**src/rtl/dec_seq.sv**
```systemverilog
// dec_seq: registered N-to-2**N one-hot decoder with handshake and hold time.
// Define DEC_SWEEP_EN to build the SWEEP scanning mode (off by default).
module dec_seq #(
    parameter int N        = 3,
    parameter int HOLD_CYC = 1
) (
    input  logic             clk,
    input  logic             rst,
    input  logic             en,
    input  logic             mode,
    input  logic [N-1:0]     addr,
    input  logic             in_valid,
    output logic             in_ready,
    output logic [2**N-1:0]  D,
    output logic             out_valid,
    output logic             sweep_done
);

    localparam int W = 2**N;
    localparam logic [W-1:0] ONE = W'(1);
    localparam logic [7:0] HOLD_LAST = 8'(HOLD_CYC - 1);

`ifdef DEC_SWEEP_EN
    localparam logic SWEEP_ON = 1'b1;
`else
    localparam logic SWEEP_ON = 1'b0;
`endif

    typedef enum logic [1:0] {
        IDLE  = 2'd0,
        HOLD  = 2'd1
`ifdef DEC_SWEEP_EN
        ,
        SWEEP = 2'd2
`endif
    } state_t;

    state_t     state;
    logic [7:0] cnt;
    logic       hold_end;

    assign hold_end = (cnt == HOLD_LAST);

    // Accept a new address only when idle and not about to start a sweep.
    assign in_ready = en & (state == IDLE) & ~(mode & SWEEP_ON);

`ifdef DEC_SWEEP_EN
    logic [N-1:0] idx;
    logic [N-1:0] idx_nxt;
    logic         last_code;

    assign idx_nxt   = idx + 1'b1;
    assign last_code = (idx == N'(W - 1));

    // Pulse only during the final enabled cycle of the last code.
    assign sweep_done = en & (state == SWEEP) & last_code & hold_end;

    // Main sequencer: decode, hold timing and sweep walk, all frozen by en.
    always_ff @(posedge clk or posedge rst) begin
        if (rst) begin
            state     <= IDLE;
            D         <= '0;
            out_valid <= 1'b0;
            cnt       <= '0;
            idx       <= '0;
        end else if (en) begin
            unique case (state)
                IDLE: begin
                    if (mode) begin
                        state     <= SWEEP;
                        D         <= ONE;
                        out_valid <= 1'b1;
                        cnt       <= '0;
                        idx       <= '0;
                    end else if (in_valid) begin
                        state     <= HOLD;
                        D         <= ONE << addr;
                        out_valid <= 1'b1;
                        cnt       <= '0;
                    end
                end
                HOLD: begin
                    if (hold_end) begin
                        state     <= IDLE;
                        D         <= '0;
                        out_valid <= 1'b0;
                        cnt       <= '0;
                    end else begin
                        cnt <= cnt + 8'd1;
                    end
                end
                SWEEP: begin
                    if (!hold_end) begin
                        cnt <= cnt + 8'd1;
                    end else begin
                        cnt <= '0;
                        if (!last_code) begin
                            idx <= idx_nxt;
                            D   <= ONE << idx_nxt;
                        end else if (mode) begin
                            idx <= '0;
                            D   <= ONE;
                        end else begin
                            state     <= IDLE;
                            idx       <= '0;
                            D         <= '0;
                            out_valid <= 1'b0;
                        end
                    end
                end
                default: begin
                    state     <= IDLE;
                    D         <= '0;
                    out_valid <= 1'b0;
                    cnt       <= '0;
                    idx       <= '0;
                end
            endcase
        end
    end
`else
    assign sweep_done = 1'b0;

    // Main sequencer: direct decode with hold timing, frozen by en.
    always_ff @(posedge clk or posedge rst) begin
        if (rst) begin
            state     <= IDLE;
            D         <= '0;
            out_valid <= 1'b0;
            cnt       <= '0;
        end else if (en) begin
            unique case (state)
                IDLE: begin
                    if (in_valid & in_ready) begin
                        state     <= HOLD;
                        D         <= ONE << addr;
                        out_valid <= 1'b1;
                        cnt       <= '0;
                    end
                end
                HOLD: begin
                    if (hold_end) begin
                        state     <= IDLE;
                        D         <= '0;
                        out_valid <= 1'b0;
                        cnt       <= '0;
                    end else begin
                        cnt <= cnt + 8'd1;
                    end
                end
                default: begin
                    state     <= IDLE;
                    D         <= '0;
                    out_valid <= 1'b0;
                    cnt       <= '0;
                end
            endcase
        end
    end
`endif

endmodule

```
**config.mk**
```make
export PLATFORM = sky130hd
export DESIGN_NAME = dec_seq
export DESIGN_NICKNAME = d
export VERILOG_FILES = /design/src/rtl/dec_seq.sv
export SDC_FILE = /design/constraint.sdc
export NUM_CORES = 1
export LEC_CHECK = 0
export CAP_MARGIN = 10
export CORE_ASPECT_RATIO = 0.8
export CORE_MARGIN = 3
export CORE_UTILIZATION = 48
export CTS_BUF_LIST = sky130_fd_sc_hd__clkbuf_8 sky130_fd_sc_hd__clkbuf_16
export CTS_CLUSTER_DIAMETER = 50
export DETAILED_ROUTE_END_ITERATION = 8
export GPL_TIMING_DRIVEN = 0
export HOLD_SLACK_MARGIN = 0.02
export PLACE_DENSITY = 0.8
export SYNTH_ARGS = -nofsm -noshare
export SYNTH_HDL_FRONTEND = slang
export SYNTH_SLANG_ARGS = --single-unit
```
**constraint.sdc**
```tcl
create_clock -name clk -period 1.84 [get_ports clk]
set_input_delay 0.368 -clock clk [delete_from_list [all_inputs] [get_ports clk]]
set_output_delay 0.368 -clock clk [all_outputs]
set_load 0.01 [all_outputs]
```
Word-level counts from Yosys, hierarchy flattened
Index checks and enable logic that the tools add are counted.

storage, ports and cells
  flip-flop bits (word level) = 19
  output and inout port bits = 11
  logic and storage cells = 27
  input port bits = 8

operators by class
  equality and inequality tests = 3
  bitwise gates (word level) = 2
  add/subtract/negate cells = 1
  shifts and indexed selects = 1
  reduce and logical (&&, ||, !) cells = 4
  multiplexer cells = 12

operators with widths
  operator             number
  $mux 8               4
  $pmux 8 s2           2
  $add 8x1->8 const B  1
  $logic_not 8->1      1
  $shl 1x3->8 const A  1
  $mux 2               2
  $pmux 2 s2           1
  $reduce_and 3->1     1
  $and 1x1->1          2
  $eq 2x1->1 const B   1
  $logic_not 2->1      1
  $mux 1               2
  $ne 2x1->1 const B   1
  $ne 2x2->1 const B   1
  $pmux 1 s2           1
  $reduce_and 2->1     1

Longest topological paths before layout
  word-level depth = 5
  gate-level depth with buffers = 7
  mapped depth without buffers = 6

Least setup slack after synthesis
OpenSTA, ideal clock, no wires.

  path kind = register -> register
  start point = reg cnt[0]
  end point = reg D[0]
  required time = 1719 ps
  stages on the path, launching flop included = 8
  slack = 276 ps
  arrival time = 1443 ps
  clock period less this slack = 1564 ps
  library setup time = 121 ps
  buffers on the path = 1
  path through = dfrtp_1 -> inv_1 -> ha_1 -> nor4b_4 -> a21boi_2 -> or2_1 -> buf_6 -> a22o_1

on the way
  word-level cells in the longest chain between the ends = 3

ends and longest elaborated chain
  item                               RTL line  text
  start, declared                    39        logic [7:0] cnt;
  start signal, assigned             148       cnt <= cnt + 8'd1;
  $logic_not 8->1                    42        assign hold_end = (cnt == HOLD_LAST);
  $ne 2x2->1 (no source line)        -
  $reduce_and 3->1 (no source line)  -
  end signal, assigned               136       D <= ONE << addr;
  end, declared                      14        output logic [2**N-1:0] D,

Every way passes these cells.
A chain may end at the register's enable or synchronous reset.

Worst setup path in the final report
  start point = reg state[0]
  end point = out in_ready

on the way
  word-level cells in the longest chain between the ends = 2

ends and longest elaborated chain
  item                    RTL line  text
  start, declared         38        state_t state;
  start signal, assigned  127       state <= IDLE;
  start signal, assigned  135       state <= HOLD;
  start signal, assigned  143       state <= IDLE;
  $logic_not 2->1         45        assign in_ready = en & (state == IDLE) & ~(mode & SWEEP_ON);
  $and 1x1->1             45
  end, declared           13        output logic in_ready,

Every way passes these cells.

==> results_dict.tcl <==
set metrics [dict create \
    reg2reg_to "D[1]" \
    ys_types 32 \
    start_util 0.517 \
    reg2reg_depth 7 \
    dieArea_um2 2330 \
    finalNonFillerCells 126 \
    io_pins 19 \
    drc 0 \
    wirelength_um 1790 \
    synth_area_um2 858 \
    final.setup_skew_ps 8.72 \
    crit_cells 2 \
    clock_sink_count 17 \
    powerDensity_nw_per_um2 1040 \
    final_layout_size_suffix_gt1_frac 0.154 \
    clockBufferDepth 2 \
    whs_path_depth 1 \
    grt_pass1_vias 664 \
    max_freq_ghz 0.563 \
    worst_pin_slew_ps 639 \
    drt_iter0_drc 16 \
    cp-end-kind "output port" \
    fin_worst_hold_slack_ps 495 \
    antenna_found_initial 0 \
    hpwl_um 1290 \
    p_sw_w 0.000352 \
    cp.arrival_ps 1410 \
    area_growth_pct 29.7 \
    diodes 0 \
    die_h_um 43.8 \
    fin_crit_sh 0.965 \
    io_buffer_count 16 \
    crit_fanout 7 \
    cts.clk_slew.worst_paths_ps 60 \
    syn_area_per_cell_um2 10.6 \
    synth_top_family_by_area "compound AO/OA/AOI/OAI gates" \
    p_seq_frac 0.427 \
    drv_cap 0 \
    cts_made_buffers 3 \
    synthAdderAreaFrac 0.0292 \
    swShare 0.305 \
    worstPathRequired_ps 1470 \
    routabilityCongestion 0.786 \
    rr_startpoint "cnt[0]" \
    critPathKind "reg2out" \
    maxSlewViolCount 0 \
    dp_cells 119 \
    track_usage 0.172 \
    routedWlPerCell_um 14.2 \
    yosysWarnings 0 \
    clockRootBuffer "clkbuf_8" \
    synth_compound_area_frac 0.190 \
    fin_nets 115 \
    cts_max_level 1 \
    power.static_leakage_nw 0.506 \
    outcome "finished, final reports clean" \
    row_count 13 \
    ir_worst_vdd_mv 0.629 \
    hold_class "reg2reg" \
    ant_nets 0 \
    routed_via_density 5.44 \
    start_kind "flip-flop" \
    finalWorstPathRequiredPeriod_ps 1780 \
    synthXorXnorAreaFrac 0.0306 \
    crit_family "buffers and inverters" \
    crit_slowest_cell "clkdlybuf4s50_1" \
    syn-num-nets 91 \
    die_w_um 53.3 \
    clockPowerShare 0.229 \
    yosysSeqAreaShare 0.496 \
    via_count 685 \
    grt_max_degree 18 \
    crit_path_start "state[0]" \
    path_buf_inv 1 \
    path_cells "nor2b_1, clkdlybuf4s50_1" \
    rsz0062_at_grt "false" \
    overflow 0 \
    slew_headroom 0.573 \
    max_stage_delay_ps 550 \
    grt_pass1_wl_um 2860 \
    core_area_um2 1660 \
    setup.reg_to_reg.worst_slack_ps 130 \
    post_synth_and_or_nand_nor_area_fraction 0.182 \
    finalHoldViolCount 0 \
    cts_tree "yes" \
    yosys_register_bits 17 \
    crit_end "in_ready" \
    clock_latency_ps 250 \
    combinationalPowerShare 0.344 \
    synth_cells 81 \
    synth_mux_area_frac 0.0117 \
    p_int_w 0.000804 \
    drt_pass1_iterations 4 \
    setup_viol 0 \
]
## final cells by class
cell class / instances / area, um^2
repair buffers: 19 / 181
clock inverters: 1 / 3.75
fillers: 143 / 546
plain buffers: 3 / 26.3
well taps: 22 / 27.5
clock buffers: 3 / 41.3
inverters: 6 / 22.5
multi-input cells: 55 / 384
flip-flops and latches: 17 / 427
## registers in the layout (all words and copies together) (netlist names)
name,count
D,8
cnt,8
state,1
## through the flow
step,setup slack [ps],util,TNS [ps],area [um^2],power (W)
floorplan,276,-,0,858,0.000692
global placement,-212,0.630,-259,1050,0.000837
detailed placement,-195,0.630,-265,1050,0.000849
CTS,0.298,0.657,0,1090,0.00112
global route,6.19,0.671,0,1110,0.00122
finish,64.8,0.671,0,1110,0.00116
## worst reg2reg max path: cells and delay by family (launching register included)
family,cells,cell delay [ps]
adders and majority gates,1,150
and+or+nand+nor,2,450
AOI/OAI and AO/OA,2,360
DFF,1,420
buffers and inverters,2,210
## power groups by stage
stage               sequential [W]  combinational, W  clock [W]
floorplan                 0.000502          0.000190          0
global placement          0.000498          0.000340          0
detailed placement        0.000502          0.000347          0
CTS                       0.000496          0.000348   0.000271
global route              0.000502          0.000437   0.000278
finish                    0.000494          0.000398   0.000264
## kinds of logic (layout without fill, tap and decap cells)
logic type                 Yosys count  count (layout)
AOI/OAI and AO/OA                   20              20
buffers and inverters                9              32
xor gates and xnor gates             3               3
other                                1               1
muxes                                1               1
DFF                                 17              17
adders and majority gates            2               2
and+or+nand+nor                     28              28
## routing by layer
| layer | up-vias | share of wire | wire [um] | track usage |
|---|---|---|---|---|
| met5 | - | 0 | 0 | 0 |
| met4 | 0 | 0.0084 | 15 | 0.0510 |
| met3 | 2 | 0.044 | 78 | 0.0619 |
| met2 | 16 | 0.45 | 814 | 0.244 |
| met1 | 336 | 0.49 | 883 | 0.245 |
| li1 | 331 | - | - | - |
## Yosys cell counts
library cell | number | area, um^2
o21ai_2 | 1 | 8.76
buf_4 | 2 | 15.0
o2111a_1 | 1 | 11.3
nand3_1 | 3 | 15.0
nand2_1 | 9 | 33.8
nand2b_1 | 1 | 6.26
nand4_1 | 1 | 6.26
nor3_1 | 1 | 5.00
inv_1 | 6 | 22.5
nor2_1 | 6 | 22.5
o211ai_1 | 1 | 7.51
and4_2 | 1 | 10.0
nor2b_1 | 1 | 6.26
a21oi_1 | 2 | 10.0
dfrtp_1 | 17 | 425
buf_6 | 1 | 11.3
a21boi_2 | 1 | 11.3
xor2_1 | 3 | 26.3
and3_2 | 1 | 7.51
mux2i_1 | 1 | 10.0
ha_1 | 2 | 25.0
o21ai_0 | 3 | 15.0
and2_1 | 1 | 6.26
a32o_1 | 5 | 50.1
and2b_1 | 1 | 7.51
a22o_1 | 1 | 8.76
o31ai_1 | 3 | 22.5
or2_1 | 1 | 6.26
nor4b_4 | 1 | 23.8
conb_1 | 1 | 3.75
o2bb2ai_1 | 1 | 8.76
a21o_2 | 1 | 8.76
## worst min-delay path by stage
stage               slack, ps    to  start
floorplan                 290  D[0]    rst
global placement          480  D[6]   D[6]
detailed placement        490  D[1]   D[1]
CTS                       500  D[1]   D[1]
global route              530  D[6]   D[6]
finish                    500  D[1]   D[1]
## what timing repair did
| action | CTS | global route |
|---|---|---|
| endpoints found under the setup margin | 1 | 1 |
| hold buffers | 0 | 0 |
| endpoints found under the hold margin | 0 | 0 |
| cloned | 0 | 0 |
| buffers inserted | 0 | 3 |
| resized for setup | 1 | 1 |
## cells in the final DEF, fill, tap and decap left out, drive strengths merged, types with 2 or more instances in the layout
cell,synthesis,routed
nand2,9,9
o31ai,3,3
a21oi,2,2
inv,6,7
a32o,5,5
o21ai,4,4
xor2,3,3
buf,3,6
dfrtp,17,17
clkdlybuf4s50,0,15
nand3,3,3
nor2,6,6
ha,2,2
clkbuf,0,3
No activity file was read; power rests on OpenSTA's default activity.
